--- src/rtl/stbus_frame_master.sv ---
// ST-BUS style frame master: generates C4 and the active-low F0 frame pulse,
// serializes one TX word per frame onto DX and deserializes one RX word from DR.
module stbus_frame_master #(
    parameter int unsigned             FRAME_BITS = 32,
    parameter int unsigned             DIV        = 1,
    parameter logic [FRAME_BITS-1:0]   IDLE_WORD  = '1
) (
    input  logic                  clk,
    input  logic                  rst,
    input  logic                  en,
    input  logic [FRAME_BITS-1:0] tx_data,
    input  logic                  tx_valid,
    output logic                  tx_ready,
    output logic [FRAME_BITS-1:0] rx_data,
    output logic                  rx_valid,
    output logic                  tx_underrun,
    output logic                  busy,
    output logic                  c4_o,
    output logic                  f0_n_o,
    output logic                  dx_o,
    input  logic                  dr_i
);

    localparam int unsigned PHASES = 4 * FRAME_BITS;
    localparam int unsigned PW     = $clog2(PHASES);
    localparam int unsigned DW     = (DIV > 1) ? $clog2(DIV) : 1;

    localparam logic [PW-1:0] P_LAST   = PW'(PHASES - 1);
    localparam logic [PW-1:0] P_F0     = PW'(PHASES - 2);
    localparam logic [PW-1:0] P_PRE    = PW'(PHASES - 3);
    localparam logic [DW-1:0] DIV_LAST = DW'(DIV - 1);

    typedef enum logic [1:0] {StIdle, StSync, StRun} state_t;

    state_t                  state_q, state_d;
    logic [PW-1:0]           p_q;
    logic [DW-1:0]           div_q;
    logic                    cont_q;
    logic [FRAME_BITS-1:0]   hold_q;
    logic                    hold_valid_q;
    logic [FRAME_BITS-1:0]   shift_q;
    logic [FRAME_BITS-1:0]   rx_shift_q;
    logic [FRAME_BITS-1:0]   rx_data_q;
    logic                    rx_valid_q;
    logic                    underrun_q;

    logic tick;       // last clk of the current half-period
    logic first;      // first clk of the current half-period
    logic frame_end;  // last clk of p=4F-1
    logic load;       // edge that starts a new frame at p=0

    // Next-state decode and frame-start load strobe
    always_comb begin
        tick      = (div_q == DIV_LAST);
        first     = (div_q == '0);
        frame_end = tick && (p_q == P_LAST);
        state_d   = state_q;
        load      = 1'b0;
        unique case (state_q)
            StIdle: if (en) state_d = StSync;
            StSync: begin
                if (frame_end) begin
                    state_d = StRun;
                    load    = 1'b1;
                end
            end
            StRun: begin
                if (frame_end) begin
                    if (cont_q) load    = 1'b1;
                    else        state_d = StIdle;
                end
            end
            default: state_d = StIdle;
        endcase
    end

    // State, timebase, TX and RX datapath registers
    always_ff @(posedge clk) begin
        if (rst) begin
            state_q      <= StIdle;
            p_q          <= P_F0;
            div_q        <= '0;
            cont_q       <= 1'b0;
            hold_q       <= '0;
            hold_valid_q <= 1'b0;
            shift_q      <= '1;
            rx_shift_q   <= '0;
            rx_data_q    <= '0;
            rx_valid_q   <= 1'b0;
            underrun_q   <= 1'b0;
        end else begin
            state_q    <= state_d;
            rx_valid_q <= 1'b0;
            underrun_q <= 1'b0;

            // SYNC always starts two half-periods before p=0
            if (state_q == StIdle) begin
                div_q <= '0;
                p_q   <= P_F0;
            end else begin
                div_q <= tick ? '0 : div_q + DW'(1);
                if (tick) p_q <= (p_q == P_LAST) ? '0 : p_q + PW'(1);
            end

            // en is taken as p enters 4F-2 so F0 covers the whole 4F-2..4F-1 window
            if (state_q == StRun && tick && p_q == P_PRE) cont_q <= en;

            if (load) begin
                shift_q    <= hold_valid_q ? hold_q : IDLE_WORD;
                underrun_q <= !hold_valid_q;
            end else if (state_q == StRun && tick && p_q[1:0] == 2'b11) begin
                shift_q <= {shift_q[FRAME_BITS-2:0], 1'b1};
            end

            // A word offered on the load edge with holding empty lands in holding
            if (tx_valid && !hold_valid_q) begin
                hold_q       <= tx_data;
                hold_valid_q <= 1'b1;
            end else if (load) begin
                hold_valid_q <= 1'b0;
            end

            // Mid-bit sample on the first clk of p=4b+2
            if (state_q == StRun && first && p_q[1:0] == 2'b10) begin
                rx_shift_q <= {rx_shift_q[FRAME_BITS-2:0], dr_i};
            end

            if (state_q == StRun && frame_end) begin
                rx_data_q  <= rx_shift_q;
                rx_valid_q <= 1'b1;
            end
        end
    end

    // Line and host outputs decoded from registered state
    always_comb begin
        busy        = (state_q != StIdle);
        c4_o        = busy && p_q[0];
        f0_n_o      = !((state_q == StSync) ||
                        (state_q == StRun && cont_q && p_q >= P_F0));
        dx_o        = (state_q == StRun) ? shift_q[FRAME_BITS-1] : 1'b1;
        tx_ready    = !hold_valid_q;
        rx_data     = rx_data_q;
        rx_valid    = rx_valid_q;
        tx_underrun = underrun_q;
    end

endmodule

--- config.mk ---
export PLATFORM = sky130hd
export DESIGN_NAME = stbus_frame_master
export DESIGN_NICKNAME = d
export VERILOG_FILES = /design/src/rtl/stbus_frame_master.sv
export SDC_FILE = /design/constraint.sdc
export NUM_CORES = 1
export LEC_CHECK = 0
export BUFFER_PORTS_ARGS = -buffer_cell sky130_fd_sc_hd__buf_2
export CAP_MARGIN = 10
export CORE_ASPECT_RATIO = 0.5
export CORE_MARGIN = 2
export CORE_UTILIZATION = 30
export CTS_CLUSTER_SIZE = 20
export DETAILED_ROUTE_END_ITERATION = 16
export HOLD_SLACK_MARGIN = 0.08
export PLACE_DENSITY_LB_ADDON = 0.25
export SLEW_MARGIN = 25
export SYNTH_ARGS = -nofsm -noshare
export SYNTH_HDL_FRONTEND = slang
export SYNTH_SLANG_ARGS = --single-unit
--- constraint.sdc ---
create_clock -name clk -period 5 [get_ports clk]
set_input_delay 0.25 -clock clk [delete_from_list [all_inputs] [get_ports clk]]
set_output_delay 0.25 -clock clk [all_outputs]
set_load 0.01 [all_outputs]
* Word-level counts from Yosys, hierarchy flattened *
Index checks and enable logic that the tools add are counted.
W data, S select, Z words.

storage, ports and cells
  flip-flop bits (word level) = 142
  latch bits = 0
  memory bits (writable) = 0
  bits in read-only memories = 0
  bits of input ports = 37
  output and inout port bits = 39
  word-level logic and storage cells = 64
  memories kept = 0

cells by class
  $add $sub $neg = 2
  multipliers = 0
  div/mod/pow operators = 0
  $lt $le $gt $ge = 1
  eq/ne operators = 10
  shifts and indexed selects = 0
  mux-type cells = 17
  bitwise operators = 2
  reduce and logical (&&, ||, !) cells = 21

operators by type and width
  kind                   count
  $mux W32               3
  $eq A7 B7 Y1 const B   2
  $logic_and A1 B1 Y1    10
  $mux W2                4
  $ne A2 B2 Y1 const B   4
  $add A7 B1 Y7 const B  1
  $ge A7 B7 Y1 const B   1
  $mux W1                7
  $mux W7                1
  $eq A2 B2 Y1 const B   3
  $pmux W2 S3            1
  $reduce_bool A2 Y1     3
  $reduce_and A4 Y1      1
  $reduce_or A2 Y1       2
  $reduce_or A3 Y1       1
  $eq A2 B1 Y1 const B   1
  $logic_not A1 Y1       2
  $logic_not A2 Y1       1
  $not A1 Y1             2
  $pmux W1 S2            1
  $add A1 B1 Y1 const B  1
  $logic_or A1 B1 Y1     1

* Longest topological paths before layout *
Gate-level depths: netlist of the first run.

  depth in word-level cells = 6
  mapped depth = 8
  gate-level depth less buffers = 6

* Worst setup path after synthesis of the first run *
OpenSTA, ideal clock, no wires.

  kind = flip-flop to flip-flop
  start point = register p_q[0]
  end point = register shift_q[20]
  setup time = 0.114 ns
  arrival time = 2.008 ns
  required time = 4.886 ns
  setup slack = 2.878 ns
  cell stages (with the launch flop) = 8
  buffers on the path = 2
  period minus slack after synthesis = 2.122 ns
  path through = dfxtp_1 -> ha_1 -> nand4b_4 -> or4b_4 -> buf_6 -> buf_6 -> or3_1 -> a21o_1

on the way
  word-level cells in the longest chain between the ends = 5
  elaborated cells between the ends (all ways) = 9
  classes of those cells = eq/ne (2); mux (4); reduce/logical (3)

ends and longest elaborated chain
  item                                            RTL line  text
  from (decl)                                     36        logic [PW-1:0] p_q;
  from (signal assigned)                          102       if (tick) p_q <= (p_q == P_LAST) ? '0 : p_q + PW'(1);
  $eq A7 B7 Y1                                    56        frame_end = tick && (p_q == P_LAST);
  $logic_and A1 B1 Y1                             56
  $mux W1 (on tied branches)                      68, 62
  $pmux W1 S2                                     59        unique case (state_q)
  $mux W32 or $reduce_bool A2 Y1 (tied branches)  --
  to (signal assigned)                            109       shift_q <= hold_valid_q ? hold_q : IDLE_WORD;
  to (signal assigned)                            112       shift_q <= {shift_q[FRAME_BITS-2:0], 1'b1};
  to (decl)                                       41        logic [FRAME_BITS-1:0] shift_q;

Several ways; a longest one is shown, not always the timed one.
A chain may end at the register's enable or synchronous reset.

* Worst setup path after layout of the first run *
  start point = register p_q[0]
  end point = register shift_q[8]

Same word-level chain as after synthesis.

==> results of run 1 <==
-- cells in the mapped netlist (2+ instances only) --
master    number
a21o_1        31
clkbuf_1      47
a311oi_1       3
ha_1           7
nand3_1       32
buf_1          3
a21oi_1       99
buf_6          3
nor2b_1        5
nand2b_1       2
dfxtp_1      142
nor2_1         9
o21ai_0        5
or3_1         31
inv_1          7
nor3_1         4
nand2_1      262
and2_1         2
xor2_1         2
-- timing repair --
action / CTS / global route
buffers inserted: 0 / 0
hold endpoints to repair: 24 / 0
endpoints found under the setup margin: 0 / 0
gates resized for setup: 0 / 0
hold buffers: 24 / 0
-- power by group through the flow --
stage               Combinational, uW  Sequential [uW]  Clock (uW)
floorplan                         113             1190           0
global placement                  158             1200           0
detailed placement                161             1200           0
CTS                               177             1170        1390
global route                      196             1170        1440
finish                            174             1170        1360
-- routing by layer --
layer / GRT usage (%) / vias to the layer above / routed length, um
met5: 0 / - / 0
met4: 5.21 / 0 / 151
met3: 2.68 / 16 / 315
met2: 22.9 / 53 / 5990
met1: 17.0 / 2270 / 6620
li1: - / 2500 / -
-- stage by stage --
stage / worst slack [ns] / area (um^2) / util, % / std cells / power (uW)
4_1_cts: 2.59 / 7000 / 38.1 / 1040 / 2740
3_5_place_dp: 2.60 / 6120 / 33.4 / 984 / 1360
2_1_floorplan: 2.88 / 5610 / - / 717 / 1300
5_1_grt: 2.42 / 7000 / 38.1 / 1040 / 2810
3_3_place_gp: 2.51 / 6110 / 33.3 / 984 / 1350
6_report: 2.58 / 7000 / 38.1 / 1040 / 2700
-- cells by family (layout without fill, tap and decap cells) --
kind of cell,after synthesis,in the layout,share of synthesized area [%]
AND/OR/NAND/NOR,358,358,27.7
AO/OA/AOI/OAI,144,144,14.8
flip-flops,142,142,50.7
buffers and inverters,60,143,4.42
adder cells (fa/ha/maj),7,7,1.56
XOR/XNOR,3,3,0.468
multiplexers,2,2,0.379
other,1,1,0.0668
-- final timing paths --
kind / endpoint / slack [ns] / from
hold reg to reg: hold_q[1] / 0.45 / hold_q[1]
setup / recovery: shift_q[8] / 2.58 / p_q[0]
setup reg to reg: shift_q[8] / 2.58 / p_q[0]
hold / removal: hold_q[12] / 0.09 / tx_data[12]
-- worst max-delay path, delay by kind of cell (launching register included) --
kind,cells,cell delay [ns]
flip-flops,1,0.41
AND/OR/NAND/NOR,3,1.42
AO/OA/AOI/OAI,1,0.16
adder cells (fa/ha/maj),1,0.29
-- final cells by class --
| cell class | instances | share of cell area [%] |
|---|---|---|
| sequential | 142 | 40.6 |
| multi-input combinational | 515 | 36.2 |
| timing repair buffer | 104 | 9.37 |
| clock buffer | 17 | 6.08 |
| tap | 240 | 4.29 |
| clock inverter | 15 | 3.02 |
| inverter | 7 | 0.376 |
-- registers in the layout (all words and copies together) (netlist names) --
signal and cells:
p_q 7, div_q 1, rx_data 32, rx_valid 1, shift_q 32, hold_q 32, rx_shift_q 32, cont_q 1
tx_underrun 1, state_q 2, hold_valid_q 1
==> impl_metrics.env, run 1 <==
export IMPL_status="finished clean"
export IMPL_grt_max_degree=94
export IMPL_clk_pin_slew_ns=0.06
export IMPL_post_drt_wl_per_cell_um=12.6
export IMPL_pwr_share_seq_pct=43.3
export IMPL_clockBufferDepth=2
export IMPL_hpwlAfterDp_mm=7.78
export IMPL_fin_setup_tns_ns=0
export IMPL_syn_inst=717
export IMPL_tightest_slew_ns=0.973
export IMPL_finalWirelength_mm=13.1
export IMPL_antenna_left=0
export IMPL_drive_above_1_share_pct=15.4
export IMPL_grt_overflow=0
export IMPL_cp_required_ns=5.30
export IMPL_pwr_share_comb_pct=6.4
export IMPL_yosysSeqAreaShare_pct=50.7
export IMPL_cp_arrival_ns=2.73
export IMPL_fmax_mhz=413
export IMPL_slowest_delay_ns=0.81
export IMPL_whs_ns=0.0852
export IMPL_critPathKind="register to register"
export IMPL_fin_crit_sh_pct=48.5
export IMPL_rows=35
export IMPL_final_common_cell="nand2_1"
export IMPL_root_buffer="clkbuf_16"
export IMPL_ys_warn_count=0
export IMPL_cp_max_fo=66
export IMPL_max_cap_violations=0
export IMPL_p_clk_share_pct=50.3
export IMPL_synth_cell_types=40
export IMPL_hold_class="input pin to register"
export IMPL_sw_frac_of_total_pct=23.6
export IMPL_cts_htree_levels=4
export IMPL_regArea_um2=2840
export IMPL_netlist_top_cells_area="dfxtp_1 51%, nand2_1 18%, a21oi_1 8.8%, a21o_1 4.1%, or3_1 3.5%"
export IMPL_clkLatencyLatePin_ns=0.42
export IMPL_grt_pass1_wl_mm=21.7
export IMPL_reg2regPathDepth=5
export IMPL_synth_top_area_cell="dfxtp_1"
export IMPL_die_y_um=101
export IMPL_fin_skew_ns=0.0142
export IMPL_drv_slew=0
export IMPL_antenna_found_initial=0
export IMPL_multi_input_area_um2=2530
export IMPL_gp_congestion=0.783
export IMPL_most_common_layout_cells="260 x nand2_1, 142 x dfxtp_1, 99 x a21oi_1, 74 x buf_2, 32 x nand3_1"
export IMPL_cts_sinks=142
export IMPL_grt_pass1_vias=4593
export IMPL_async_flop_share_pct=0
export IMPL_power_leakage_uw=0.00276
export IMPL_die_area_um2=19900
export IMPL_vdd_drop_max_mv=0.266
export IMPL_fillCellCount=1905
export IMPL_drc=0
export IMPL_slew_headroom_pct=35.1
export IMPL_synth_ff_type="dfxtp_1"
export IMPL_synth_edff_count=0
export IMPL_port_buffers=75
export IMPL_hold_path_depth=3
export IMPL_dr_pass1_iters=5
export IMPL_detail_route_vias_per_cell=4.65
export IMPL_syn_area_per_cell_um2=7.82
export IMPL_path_cells="ha_1, nand4b_4, or4b_4, or3_1, a21o_1"
export IMPL_setup_viol=0
export IMPL_slowest_stage="or4b_4"
export IMPL_pwr_density_cell_nw_per_um2=386
export IMPL_synth_seq_cells=142
export IMPL_hold_violations=0
export IMPL_netlist_area_um2=5610
export IMPL_cts_tree="done"
export IMPL_start_util_pct=30.6
export IMPL_nNetsFinal=831
export IMPL_p_sw_uw=638
export IMPL_antenna_cells=0
export IMPL_drt_iter0_markers=245
export IMPL_cp_start_kind="register"
export IMPL_boundaryPins=76
export IMPL_post_synth_top_area_fraction_pct=50.7
export IMPL_gr_usage_all_layers_pct=13.5
export IMPL_p_int_uw=2070
export IMPL_rsz0062_at_grt="no"
export IMPL_coreArea_um2=18300
export IMPL_die_x_um=197
export IMPL_syn_nets=761
export IMPL_area_delta_synth_final_pct=24.7
export IMPL_numCtsBuffers=17
export IMPL_route_vias_total=4839
export IMPL_min_period_ns=2.42
export IMPL_end_kind="register"
Note: power is estimated with default switching activity, not from simulation.
==> inputs of run 2 (changes only) <==
ABC_AREA = 1   (was default)
clock period = 2.5 ns   (was 5 ns; I/O delays follow)
==> impl_metrics.env, run 2 <==
export IMPL_yosysSeqAreaShare_pct=47.6
export IMPL_postCtsResizedCells=0
export IMPL_netlist_area_um2=5970
export IMPL_slew_headroom_pct=41.1
export IMPL_cp_start_kind="register"
export IMPL_grt_pass1_vias=5260
export IMPL_antenna_left=0
export IMPL_hold_violations=0
export IMPL_fin_skew_ns=0.00996
export IMPL_die_area_um2=21100
export IMPL_slowest_stage="inv_2"
export IMPL_ys_warn_count=0
export IMPL_drive_above_1_share_pct=16.8
export IMPL_grt_pass1_wl_mm=25.3
export IMPL_final_cell_area_um2=7430
export IMPL_dr_pass1_iters=4
export IMPL_syn_inst=810
export IMPL_boundaryPins=76
export IMPL_start_util_pct=30.6
export IMPL_cp_arrival_ns=2.34
export IMPL_nNetsFinal=935
export IMPL_post_synth_top_area_fraction_pct=47.6
export IMPL_rows=36
export IMPL_clk_pin_slew_ns=0.06
export IMPL_max_cap_violations=0
export IMPL_pwr_share_comb_pct=17.8
export IMPL_min_period_ns=1.99
export IMPL_finalWirelength_mm=14.7
export IMPL_sw_frac_of_total_pct=29.2
export IMPL_gp_congestion=0.749
export IMPL_post_drt_wl_per_cell_um=12.6
export IMPL_setup_viol=0
export IMPL_place_ws_ns=0.458
export IMPL_clockBufferDepth=2
export IMPL_clkLatencyLatePin_ns=0.42
export IMPL_most_common_layout_cells="150 x nor2_1, 150 x nand2_1, 142 x dfxtp_1, 95 x nand3_1, 75 x buf_2"
export IMPL_fin_ws_ns=0.510
export IMPL_syn_nets=854
export IMPL_drt_iter0_markers=293
export IMPL_drc=0
export IMPL_die_x_um=204
export IMPL_fmax_mhz=503
export IMPL_synth_ff_type="dfxtp_1"
export IMPL_pwr_share_seq_pct=39.9
export IMPL_path_cells="inv_1, ha_1, inv_1, nor2_2, nand2_4, nor2_8, inv_2, nor2_1, nor2_1"
export IMPL_fin_setup_tns_ns=0
export IMPL_crit_family="buffers and inverters"
export IMPL_vdd_drop_max_mv=0.411
export IMPL_numCtsBuffers=17
export IMPL_r2r_setup_slack_ns=0.51
export IMPL_hold_class="input pin to register"
export IMPL_antenna_found_initial=0
export IMPL_synth_cell_types=28
export IMPL_synth_top_area_cell="dfxtp_1"
export IMPL_cts_tree="done"
export IMPL_place_area_um2=6470
export IMPL_power_leakage_uw=0.00344
export IMPL_status="finished clean"
export IMPL_root_buffer="clkbuf_16"
export IMPL_die_y_um=104
export IMPL_cts_htree_levels=4
export IMPL_p_sw_uw=1800
export IMPL_syn_area_per_cell_um2=7.37
export IMPL_detail_route_vias_per_cell=4.66
export IMPL_cp_required_ns=2.85
export IMPL_total_power_uw=6160
export IMPL_rsz0062_at_grt="no"
export IMPL_netlist_top_cells_area="dfxtp_1 48%, nand2_1 9.4%, nor2_1 9.4%, nand3_1 8.0%, o21ai_0 5.9%"
export IMPL_critPathKind="register to register"
export IMPL_grt_max_degree=67
export IMPL_p_clk_share_pct=42.3
export IMPL_end_kind="register"
export IMPL_synth_edff_count=0
export IMPL_pwr_density_cell_nw_per_um2=829
export IMPL_coreArea_um2=19500
export IMPL_drv_slew=0
export IMPL_slowest_delay_ns=0.54
export IMPL_area_delta_synth_final_pct=24.4
export IMPL_hpwlAfterDp_mm=8.66
export IMPL_route_vias_total=5448
export IMPL_gr_usage_all_layers_pct=14.4
export IMPL_cts_sinks=142
export IMPL_synth_seq_cells=142
export IMPL_port_buffers=75
export IMPL_p_int_uw=4360
export IMPL_async_flop_share_pct=0
export IMPL_antenna_cells=0
export IMPL_fin_crit_sh_pct=79.6
export IMPL_cp_max_fo=30
export IMPL_path_buf_inv=3
export IMPL_grt_overflow=0
export IMPL_tightest_slew_ns=0.879
export IMPL_synth_common_cells="150 x nand2_1, 150 x nor2_1, 142 x dfxtp_1, 95 x nand3_1, 70 x o21ai_0"
[run 2: cell count changes in the layout (fill, tap and decap cells not counted), moves of 6 or more]
cell           delta
a21o_1           -31
a21oi_1          -61
buf_4             +6
dlygate4sd3_1    +11
inv_1            +11
nand2_1         -110
nand3_1          +63
nand4_1          +33
nor2_1          +141
nor2_2           +23
o21ai_0          +65
or3_1            -31
[run 2: kinds of logic after synthesis]
group / count (synthesis) / synth area share, %
and+or+nand+nor: 459 / 33.9
DFF: 142 / 47.6
AOI/OAI and AO/OA: 115 / 9.77
buffers and inverters: 86 / 7.21
adders and majority gates: 7 / 1.47
other: 1 / 0.0628
[run 2: power groups by stage]
| stage | logic [uW] | registers [uW] | clock network, uW |
|---|---|---|---|
| 4_1_cts | 1100 | 2460 | 2670 |
| 6_report | 1090 | 2460 | 2610 |
| 3_5_place_dp | 1040 | 2510 | 0 |
| 5_1_grt | 1220 | 2470 | 2790 |
| 2_1_floorplan | 758 | 2500 | 0 |
| 3_3_place_gp | 1030 | 2500 | 0 |
[run 2: cell type report]
type                       count  area (um^2)
inverter                      24         90.1
timing repair buffer         124          856
clock inverter                10          136
sequential                   142         2840
clock buffer                  22          474
multi-input combinational    582         2700
tap                          266          333
fill                        2024        12100
[run 2: routing by layer]
layer,routed length (um),global-route usage [%],part of all wire [%]
met5,0,0,0
met4,195,5.53,1.3
met3,555,3.59,3.8
met2,6680,23.3,45
met1,7300,18.5,50
[run 2: final timing paths]
| check | to | depth (start not counted) | startpoint |
|---|---|---|---|
| worst max-delay path | rx_data[27] | 9 | state_q[0] |
| worst min-delay path | rx_shift_q[19] | 2 | rst |
| worst max register to register | rx_data[27] | 9 | state_q[0] |
| worst min register to register | tx_underrun | 1 | hold_valid_q |
[run 2: metrics by stage]
step / instances / hold slack, ns / util, %
final: 1170 / 0.125 / 38.1
after global routing: 1170 / 0.122 / 38.1
after detailed placement: 1103 / 0.354 / 33.2
after floorplan: 810 / 0.260 / -
after global placement: 1103 / 0.351 / 33.2
after CTS: 1170 / 0.105 / 38.1
[run 2: repair_timing]
item,CTS,global route
setup buffers,0,0
setup endpoints to repair,0,0
hold buffers,35,0
endpoints found under the hold margin,35,0
